$ cat config.mk
export PLATFORM = sky130hd
export DESIGN_NAME = wallace_mult_pipe
export DESIGN_NICKNAME = d
export VERILOG_FILES = /design/src/rtl/wallace_mult_pipe.sv
export SDC_FILE = /design/constraint.sdc
export NUM_CORES = 1
export LEC_CHECK = 0
export ABC_AREA = 1
export CAP_MARGIN = 30
export CORE_ASPECT_RATIO = 1.1
export CORE_MARGIN = 2
export CORE_UTILIZATION = 50
export CTS_BUF_LIST = sky130_fd_sc_hd__clkbuf_2 sky130_fd_sc_hd__clkbuf_4 sky130_fd_sc_hd__clkbuf_8
export DETAILED_ROUTE_END_ITERATION = 12
export PLACE_DENSITY = 0.78
export SLEW_MARGIN = 20
export SYNTH_ARGS = -nofsm -noshare
export SYNTH_HDL_FRONTEND = slang
export SYNTH_SLANG_ARGS = --single-unit
export TNS_END_PERCENT = 30
$ cat constraint.sdc
create_clock -name clk -period 1.7 [get_ports clk]
set_input_delay 0.34 -clock clk [delete_from_list [all_inputs] [get_ports clk]]
set_output_delay 0.34 -clock clk [all_outputs]
set_load 0.01 [all_outputs]
$ cat src/rtl/wallace_mult_pipe.sv
// wallace_mult_pipe: pipelined WIDTH x WIDTH -> 2*WIDTH Wallace-tree multiplier.
//   S1 registers the operands, S2 reduces the partial products to two rows,
//   S3 adds the two rows into prod. Valid/ready handshake with full-pipe stall.
// Optional feature macro: WALLACE_SIGNED_EN adds the 'sgn' port and
//   Baugh-Wooley two's-complement mode (same tree, same latency).
module wallace_mult_pipe #(
  parameter int WIDTH = 4
) (
  input  logic               clk,
  input  logic               rst_n,
  input  logic               ena,
  input  logic               in_valid,
  output logic               in_ready,
`ifdef WALLACE_SIGNED_EN
  input  logic               sgn,
`endif
  input  logic [WIDTH-1:0]   a,
  input  logic [WIDTH-1:0]   b,
  output logic               out_valid,
  input  logic               out_ready,
  output logic [2*WIDTH-1:0] prod,
  output logic [1:0]         occ
);

  localparam int PW     = 2 * WIDTH;
  localparam int STAGES = 3;
  // Column height never exceeds WIDTH+1 (signed correction bit on top of WIDTH terms).
  localparam int MAXH   = WIDTH + 2;
  // 17 rows reduce to 2 in 6 levels; the spare levels are skipped once heights are <= 2.
  localparam int NLEV   = 8;

  logic               stall, adv;
  logic [STAGES:0]    vld_pipe;
  logic [STAGES-1:0]  vld_q;
  logic [WIDTH-1:0]   a_q, b_q;
  logic               sgn_in, sgn_q;
  logic [PW-1:0]      r0_d, r1_d, r0_q, r1_q;
  logic [PW-1:0]      prod_d, prod_q;

`ifdef WALLACE_SIGNED_EN
  assign sgn_in = sgn;
`else
  assign sgn_in = 1'b0;
`endif

  // Builds the partial-product matrix column by column and compresses it with
  // full adders (3:2) and half adders (2:2) per column until every column holds
  // at most two bits. Carries out of the top column are dropped: the result is
  // taken modulo 2^PW, which is exact for both unsigned and Baugh-Wooley forms.
  function automatic logic [2*PW-1:0] wallace_rows(input logic [WIDTH-1:0] x,
                                                   input logic [WIDTH-1:0] y,
                                                   input logic             s);
    logic [MAXH-1:0] col [PW];
    logic [MAXH-1:0] nxt [PW];
    int              cnt [PW];
    int              ncnt[PW];
    int              hmax;
    logic            pp, s0, s1, s2;
    logic [PW-1:0]   row0, row1;
    for (int c = 0; c < PW; c++) begin
      col[c] = '0;
      cnt[c] = 0;
    end
    for (int i = 0; i < WIDTH; i++) begin
      for (int j = 0; j < WIDTH; j++) begin
        pp = x[j] & y[i];
        // Baugh-Wooley: invert terms pairing exactly one sign bit with a magnitude bit.
        if (s && ((i == WIDTH-1) != (j == WIDTH-1))) pp = ~pp;
        col[i+j][cnt[i+j]] = pp;
        cnt[i+j]++;
      end
    end
    // Baugh-Wooley +1 corrections at columns WIDTH and 2*WIDTH-1.
    if (s) begin
      col[WIDTH][cnt[WIDTH]] = 1'b1;
      cnt[WIDTH]++;
      col[PW-1][cnt[PW-1]] = 1'b1;
      cnt[PW-1]++;
    end
    for (int lev = 0; lev < NLEV; lev++) begin
      hmax = 0;
      for (int c = 0; c < PW; c++) if (cnt[c] > hmax) hmax = cnt[c];
      if (hmax > 2) begin
        for (int c = 0; c < PW; c++) begin
          nxt[c]  = '0;
          ncnt[c] = 0;
        end
        for (int c = 0; c < PW; c++) begin
          for (int k = 0; k < MAXH; k += 3) begin
            if (k + 2 < cnt[c]) begin
              s0 = col[c][k];
              s1 = col[c][k+1];
              s2 = col[c][k+2];
              nxt[c][ncnt[c]] = s0 ^ s1 ^ s2;
              ncnt[c]++;
              if (c + 1 < PW) begin
                nxt[c+1][ncnt[c+1]] = (s0 & s1) | (s0 & s2) | (s1 & s2);
                ncnt[c+1]++;
              end
            end else if (k + 1 < cnt[c]) begin
              s0 = col[c][k];
              s1 = col[c][k+1];
              nxt[c][ncnt[c]] = s0 ^ s1;
              ncnt[c]++;
              if (c + 1 < PW) begin
                nxt[c+1][ncnt[c+1]] = s0 & s1;
                ncnt[c+1]++;
              end
            end else if (k < cnt[c]) begin
              nxt[c][ncnt[c]] = col[c][k];
              ncnt[c]++;
            end
          end
        end
        for (int c = 0; c < PW; c++) begin
          col[c] = nxt[c];
          cnt[c] = ncnt[c];
        end
      end
    end
    for (int c = 0; c < PW; c++) begin
      row0[c] = col[c][0];
      row1[c] = col[c][1];
    end
    return {row1, row0};
  endfunction

  // Handshake: whole pipe freezes when the result is held or ena is low.
  assign stall     = (vld_q[STAGES-1] && !out_ready) || !ena;
  assign adv       = !stall;
  assign in_ready  = ena && !(vld_q[STAGES-1] && !out_ready);
  assign vld_pipe  = {vld_q, in_valid && in_ready};
  assign out_valid = vld_pipe[STAGES];
  assign prod      = prod_q;
  assign occ       = {1'b0, vld_q[0]} + {1'b0, vld_q[1]} + {1'b0, vld_q[2]};

  // S2 combinational tree and S3 carry-propagate add.
  always_comb begin
    {r1_d, r0_d} = wallace_rows(a_q, b_q, sgn_q);
    prod_d       = r0_q + r1_q;
  end

  // Valid shift register; bubbles move with the data, never collapsed.
  always_ff @(posedge clk or negedge rst_n) begin
    if (!rst_n)   vld_q <= '0;
    else if (adv) vld_q <= vld_pipe[STAGES-1:0];
  end

  // Data stages advance in lock-step with the valid bits.
  always_ff @(posedge clk or negedge rst_n) begin
    if (!rst_n) begin
      a_q    <= '0;
      b_q    <= '0;
      sgn_q  <= 1'b0;
      r0_q   <= '0;
      r1_q   <= '0;
      prod_q <= '0;
    end else if (adv) begin
      a_q    <= a;
      b_q    <= b;
      sgn_q  <= sgn_in;
      r0_q   <= r0_d;
      r1_q   <= r1_d;
      prod_q <= prod_d;
    end
  end

endmodule

==> results by group, run 1 <==
Run status
  – Outcome: finished with violations
  – Violations in the final reports: setup timing

Job
  – Max_cap viols: 0

Clocking
  – TritonCTS clock tree: built
  – Setup Buffers After CTS: 0
  – Bufs on Longest Clock Path: 2
  – Clk sinks: 31
  – Clock-pin slew on the worst setup and hold paths: 0.09 ns
  – CTS buffer count: 5
  – Htree depth: 2
  – Clock Latency Late Sink: 0.33 ns
  – Root Driver: clkbuf_4

Power
  – Power per standard cell area: 1160 nW/um2
  – Peak supply drop: 0.000543 V
  – Cell leakage power: 1.17 nW

Detailed routing
  – First-pass DRT Iterations: 2
  – Detailed-route DRC error count: 0
  – Via count: 1253
  – Vias/cell: 4.75
  – Routed wire per std cell: 10.8 um
  – Drt initial violations: 20
  – Antenna Violating Nets Remaining: 0
  – DRT Wirelength: 2840 um

Setup path
  – CP cell instances: fa_1, buf_2
  – Max FO, Critical Path: 2
  – Critical Path RT: 1.36 ns
  – CP max-delay cell: fa_1
  – Nature of the critical path endpoint: output port
  – CP Launch Type: register
  – Worst Path Class, Setup: register to output port
  – Critical path arrival: 1.40 ns
  – Crit path largest cell delay: 0.54 ns

Layout
  – Most common cell after layout, fill and taps aside: nand2_1
  – Fillers: 288
  – Antenna cells: 0
  – Seq. cell area: 776 um2
  – Nets: 256
  – Final Util: 62.1%
  – Area Overhead vs Synth: 21.2%
  – Multi-input logic area: 749 um2
  – Fraction of layout cells with a size suffix above 1: 15.8%
  – Fin cells: 264
  – Most frequent cells in the layout: nand2_1 (89), dfrtp_1 (31), inv_1 (22), clkdlybuf4s50_1 (20), buf_4 (12)

Global routing
  – Pin count of the biggest net entering global routing: 32
  – Vias in the first global route: 1239
  – Total grt overflow: 0
  – Total track usage: 18.0%
  – Initial antenna violation count: 0
  – First-pass GRT wire length: 5130 um

Placement
  – Routability cong.: 0.795
  – Number of port buffers: 24
  – Pre-CTS setup slack: -0.184 ns
  – Post-DP HPWL: 2060 um
  – Post-Place Cells: 256

Synthesis
  – Syn_nets: 219
  – YS warnings: 0
  – Seq/Total Area, Yosys: 46.2%
  – Avg Inst Size Synth: 8.83 um2
  – Cell area after synthesis: 1680 um2
  – Syn Inst Count: 190
  – Synthesized flop and latch total: 31
  – Synth unique cells: 20

Timing
  – Fin crit period: 1.74 ns
  – Max_slew headroom: 74.0%
  – Setup TNS: -0.0507 ns
  – Worst-Margin Slew: 0.390 ns
  – Final Slew Violations: 0
  – # setup viols final: 2
  – Fin Hold WS: 0.392 ns
  – RSZ-0062 raised after global routing: true
  – Clk_skew: 0.00799 ns
  – Fmax: 574 MHz
  – Crit share post-route: 103%
  – Final Hold Viols: 0
  – Final worst slack: -0.0436 ns

Floorplan
  – CORE AREA: 3280 um2
  – DIE WIDTH: 59.2 um
  – I/O pins: 25
  – Die Footprint: 3840 um2
  – Die Y: 64.8 um
  – Rows: 22
  – Initial Utilization: 51.2%

Min path
  – Worst min-delay path class: input pin to async pin
==> critical path, delay by kind of cell, from the launching register on <==
family     cells  cell delay, ns
fa+ha+maj      1            0.54
flops          1            0.41
buf+inv        1            0.12
==> sequential cells by signal, summed over array words and instances, names as in the netlist <==
register  count
r1_q          4
vld_q         3
r0_q          8
a_q           4
b_q           4
prod          8
==> power by group <==
| group | total, W | leakage, nW | internal [W] | switching (W) |
|---|---|---|---|---|
| Sequential | 0.00104 | 0.401 | 0.000923 | 0.000122 |
| Combinational | 0.000874 | 0.734 | 0.000430 | 0.000444 |
| Clock | 0.000433 | 0.0361 | 0.000193 | 0.000241 |
| Total | 0.00235 | 1.17 | 0.00155 | 0.000806 |
==> cells in the mapped netlist <==
cell type	number	area (um2)
xnor2_1	1	8.76
o21ai_1	4	20.0
o21ai_2	5	43.8
or2_1	1	6.26
nand2_1	91	342
inv_1	22	82.6
a21oi_1	1	5.00
o21ai_0	1	5.00
dfrtp_1	31	776
nand3_2	2	20.0
nand2_2	1	6.26
nor2_1	1	3.75
nand2_4	1	11.3
inv_6	1	8.76
ha_1	10	125
buf_12	1	20.0
nand3_1	5	25.0
buf_6	3	33.8
buf_4	2	15.0
fa_1	6	120
==> worst paths after layout <==
kind / start / end / slack (ns) / cells past startpoint
worst max-delay path: vld_q[2] / occ[0] / -0.04 / 2
worst min-delay path: rst_n / prod[1] / 0.39 / 2
min in group clk: prod[3] / prod[3] / 0.49 / 2
worst min register to register: prod[3] / prod[3] / 0.49 / 2
worst max register to register: b_q[0] / r1_q[3] / -0.01 / 6
max in group asynchronous: rst_n / b_q[2] / 1.02 / 2
==> layout make-up <==
class,count,area share (%)
Sequential cell,31,38.2
Inverter,23,4.49
Timing Repair Buffer,36,15.4
Tap cell,36,2.22
Clock buffer,7,2.58
Clock inverter,1,0.246
Multi-Input combinational cell,130,36.9
==> stage by stage <==
stage               cell area (um2)  power [W]
floorplan                      1680    0.00158
global placement               1980    0.00193
detailed placement             1980    0.00198
CTS                            2030    0.00238
global route                   2030    0.00256
finish                         2030    0.00235
==> logic make-up (layout without fill, tap and decap cells) <==
family	count (synthesis)	in the layout	share of synthesized area, %
AO/OA/AOI/OAI	11	11	4.40
XOR/XNOR	1	1	0.522
adder cells (fa/ha/maj)	16	16	14.6
buffers and inverters	29	67	9.54
flip-flops	31	31	46.2
AND/OR/NAND/NOR	102	102	24.7
==> layer usage <==
metal	wire, um	vias to the layer above	part of all wire (%)	track usage (%)
li1	-	650	-	-
met1	1290	576	46	21.1
met2	1370	21	48	29.7
met3	106	6	3.7	4.99
met4	65	0	2.3	8.81
met5	0	-	0	0
==> what timing repair did <==
action,in CTS,in global routing
pin swaps,2,1
endpoints found under the setup margin,5,6
gates resized for setup,10,5
hold buffers,0,0
No activity file was read; power rests on OpenSTA's default activity.
==> run 2: changes to the inputs <==
--- a/config.mk
+++ b/config.mk
@@ -11,8 +11,10 @@
 export CORE_MARGIN = 2
 export CORE_UTILIZATION = 50
 export CTS_BUF_LIST = sky130_fd_sc_hd__clkbuf_2 sky130_fd_sc_hd__clkbuf_4 sky130_fd_sc_hd__clkbuf_8
+export CTS_CLUSTER_SIZE = 14
 export DETAILED_ROUTE_END_ITERATION = 12
-export PLACE_DENSITY = 0.78
+export PLACE_DENSITY_LB_ADDON = 0.12
+export SKIP_LAST_GASP = 1
 export SLEW_MARGIN = 20
 export SYNTH_ARGS = -nofsm -noshare
 export SYNTH_HDL_FRONTEND = slang
==> run 2 against run 1 <==
Against the previous run: the run still ends with setup timing left; non-clock buffer count stayed put; first-iteration DRC count rose by 70%; utilization increased by 0.38 points; global-route usage increased by 0.67 points; worst setup slack better by 0.016 ns; sequential share of layout area decreased by 0.23 points; total power rose by 2.8%; wire length increased by 3.7%.
==> results by group, run 2 (same netlist as run 1, synthesis figures left out) <==
Timing
  – # setup viols final: 2 (unchanged)
  – Setup TNS: -0.0343 ns (was -0.0507 ns)
  – Fin crit period: 1.73 ns (was 1.74 ns)
  – Final Hold Viols: 0 (unchanged)
  – Worst-Margin Slew: 0.398 ns (was 0.390 ns)
  – Final Slew Violations: 0 (unchanged)
  – Crit share post-route: 102% (was 103%)
  – Final worst slack: -0.0272 ns (was -0.0436 ns)
  – Fmax: 579 MHz (was 574 MHz)
  – Max_slew headroom: 73.4% (was 74.0%)
  – Fin Hold WS: 0.411 ns (was 0.392 ns)
  – Clk_skew: 0.00604 ns (was 0.00799 ns)
  – RSZ-0062 raised after global routing: true (unchanged)

Layout
  – Seq. cell area: 776 um2 (unchanged)
  – Fraction of layout cells with a size suffix above 1: 14.0% (was 15.8%)
  – Most frequent cells in the layout: nand2_1 (91), dfrtp_1 (31), inv_1 (22), clkdlybuf4s50_1 (21), buf_4 (12) (was nand2_1 (89), dfrtp_1 (31), inv_1 (22), clkdlybuf4s50_1 (20), buf_4 (12))
  – Nets: 256 (unchanged)
  – Most common cell after layout, fill and taps aside: nand2_1 (unchanged)
  – Fillers: 284 (was 288)
  – Fin cells: 264 (unchanged)
  – Area Overhead vs Synth: 21.9% (was 21.2%)
  – Multi-input logic area: 742 um2 (was 749 um2)
  – Antenna cells: 0 (unchanged)

Run status
  – Outcome: finished with violations (unchanged)
  – Violations in the final reports: setup timing (unchanged)

Job
  – Max_cap viols: 0 (unchanged)

Setup path
  – Worst Path Class, Setup: register to output port (unchanged)
  – Max FO, Critical Path: 2 (unchanged)
  – Reg2Reg Depth: 6 (unchanged)
  – Critical Path RT: 1.36 ns (about the same)
  – CP Launch Type: register (unchanged)
  – Worst R2R Start: b_q[0] (unchanged)
  – Critical path arrival: 1.39 ns (was 1.40 ns)
  – Setup slack, reg-to-reg: -0.01 ns (about the same)
  – Critical Path Start: vld_q[2] (unchanged)
  – Nature of the critical path endpoint: output port (unchanged)

Floorplan
  – Die Footprint: 3840 um2 (unchanged)
  – Rows: 22 (unchanged)
  – Die Y: 64.8 um (unchanged)
  – CORE AREA: 3280 um2 (unchanged)
  – Initial Utilization: 51.2% (unchanged)
  – I/O pins: 25 (unchanged)
  – DIE WIDTH: 59.2 um (unchanged)

Clocking
  – Hold_buf cts: 0 (unchanged)
  – Root Driver: clkbuf_4 (unchanged)
  – CTS buffer count: 5 (unchanged)
  – Bufs on Longest Clock Path: 2 (unchanged)
  – Clock Latency Late Sink: 0.33 ns (about the same)
  – Clock-pin slew on the worst setup and hold paths: 0.10 ns (was 0.09 ns)
  – Clk sinks: 31 (unchanged)
  – TritonCTS clock tree: built (unchanged)
  – Htree depth: 2 (unchanged)

Global routing
  – First-pass GRT wire length: 5280 um (was 5130 um)
  – Total track usage: 18.6% (was 18.0%)
  – Total grt overflow: 0 (unchanged)
  – Pin count of the biggest net entering global routing: 32 (unchanged)
  – Vias in the first global route: 1264 (was 1239)
  – Initial antenna violation count: 0 (unchanged)

Detailed routing
  – Antenna Violating Nets Remaining: 0 (unchanged)
  – Detailed-route DRC error count: 0 (unchanged)
  – DRT Wirelength: 2940 um (was 2840 um)
  – Vias/cell: 4.77 (was 4.75)
  – First-pass DRT Iterations: 4 (was 2)
  – Routed wire per std cell: 11.2 um (was 10.8 um)
  – Drt initial violations: 34 (was 20)
  – Via count: 1259 (was 1253)

Power
  – Power per standard cell area: 1180 nW/um2 (was 1160 nW/um2)
  – Cell leakage power: 1.18 nW (was 1.17 nW)
  – Peak supply drop: 0.000620 V (was 0.000543 V)
  – Total power: 0.00242 W (was 0.00235 W)

Placement
  – Post-Place Cells: 256 (unchanged)
  – Routability cong.: 0.787 (was 0.795)
  – Post-DP HPWL: 2040 um (was 2060 um)
  – Number of port buffers: 24 (unchanged)

Min path
  – Worst min-delay path class: input pin to async pin (unchanged)
[run 2: cell types whose count changed in the layout (fill, tap and decap cells not counted), sizes merged]
cell	before	now
clkbuf	8	10
buf	14	12
clkdlybuf4s50	20	21
clkinv	1	0
[run 2: timing repair]
action / 4_1_cts / 5_1_grt
setup endpoints to repair: 5 / 6
buffers inserted: 0 / 0
gates resized for setup: 3 / 4
[run 2: report_power, final]
part	internal, W	switching, W	leakage, nW	total (W)
Combinational	0.000429	0.000443	0.733	0.000872
Clock	0.000259	0.000243	0.0420	0.000502
Sequential	0.000923	0.000121	0.401	0.00104
Total	0.00161	0.000807	1.18	0.00242
[run 2: worst max-delay path: stages (launching register included)]
cell and delay [ns]:
dfrtp_1 0.41, fa_1 0.54, clkbuf_2 0.13
[run 2: cell type report]
cell class | count | share of cell area (%)
Sequential cell | 31 | 37.9
Inverter | 23 | 4.46
Timing Repair Buffer | 36 | 15.6
Tap cell | 36 | 2.20
Clock buffer | 8 | 3.55
Multi-Input combinational cell | 130 | 36.3
[run 2: path summary, 6_finish.rpt]
kind,endpoint
worst min-delay path,vld_q[1]
worst min register to register,prod[7]
worst max-delay path,occ[0]
min in group clk,prod[7]
worst max register to register,r1_q[3]
max in group asynchronous,r1_q[6]
[run 2: per-stage QoR]
stage / worst slack (ns) / util [%] / instance area [um2]
2_1_floorplan: 0.0143 / - / 1680
3_3_place_gp: -0.174 / 60.6 / 1980
3_5_place_dp: -0.193 / 60.6 / 1980
4_1_cts: -0.178 / 62.7 / 2050
5_1_grt: -0.0883 / 62.5 / 2050
6_report: -0.0272 / 62.5 / 2050
[run 2: layer usage]
layer | share of wire (%) | GRT usage (%)
met5 | 0 | 0
met4 | 1.8 | 9.94
met3 | 3.5 | 5.39
met2 | 46 | 29.0
met1 | 49 | 23.0
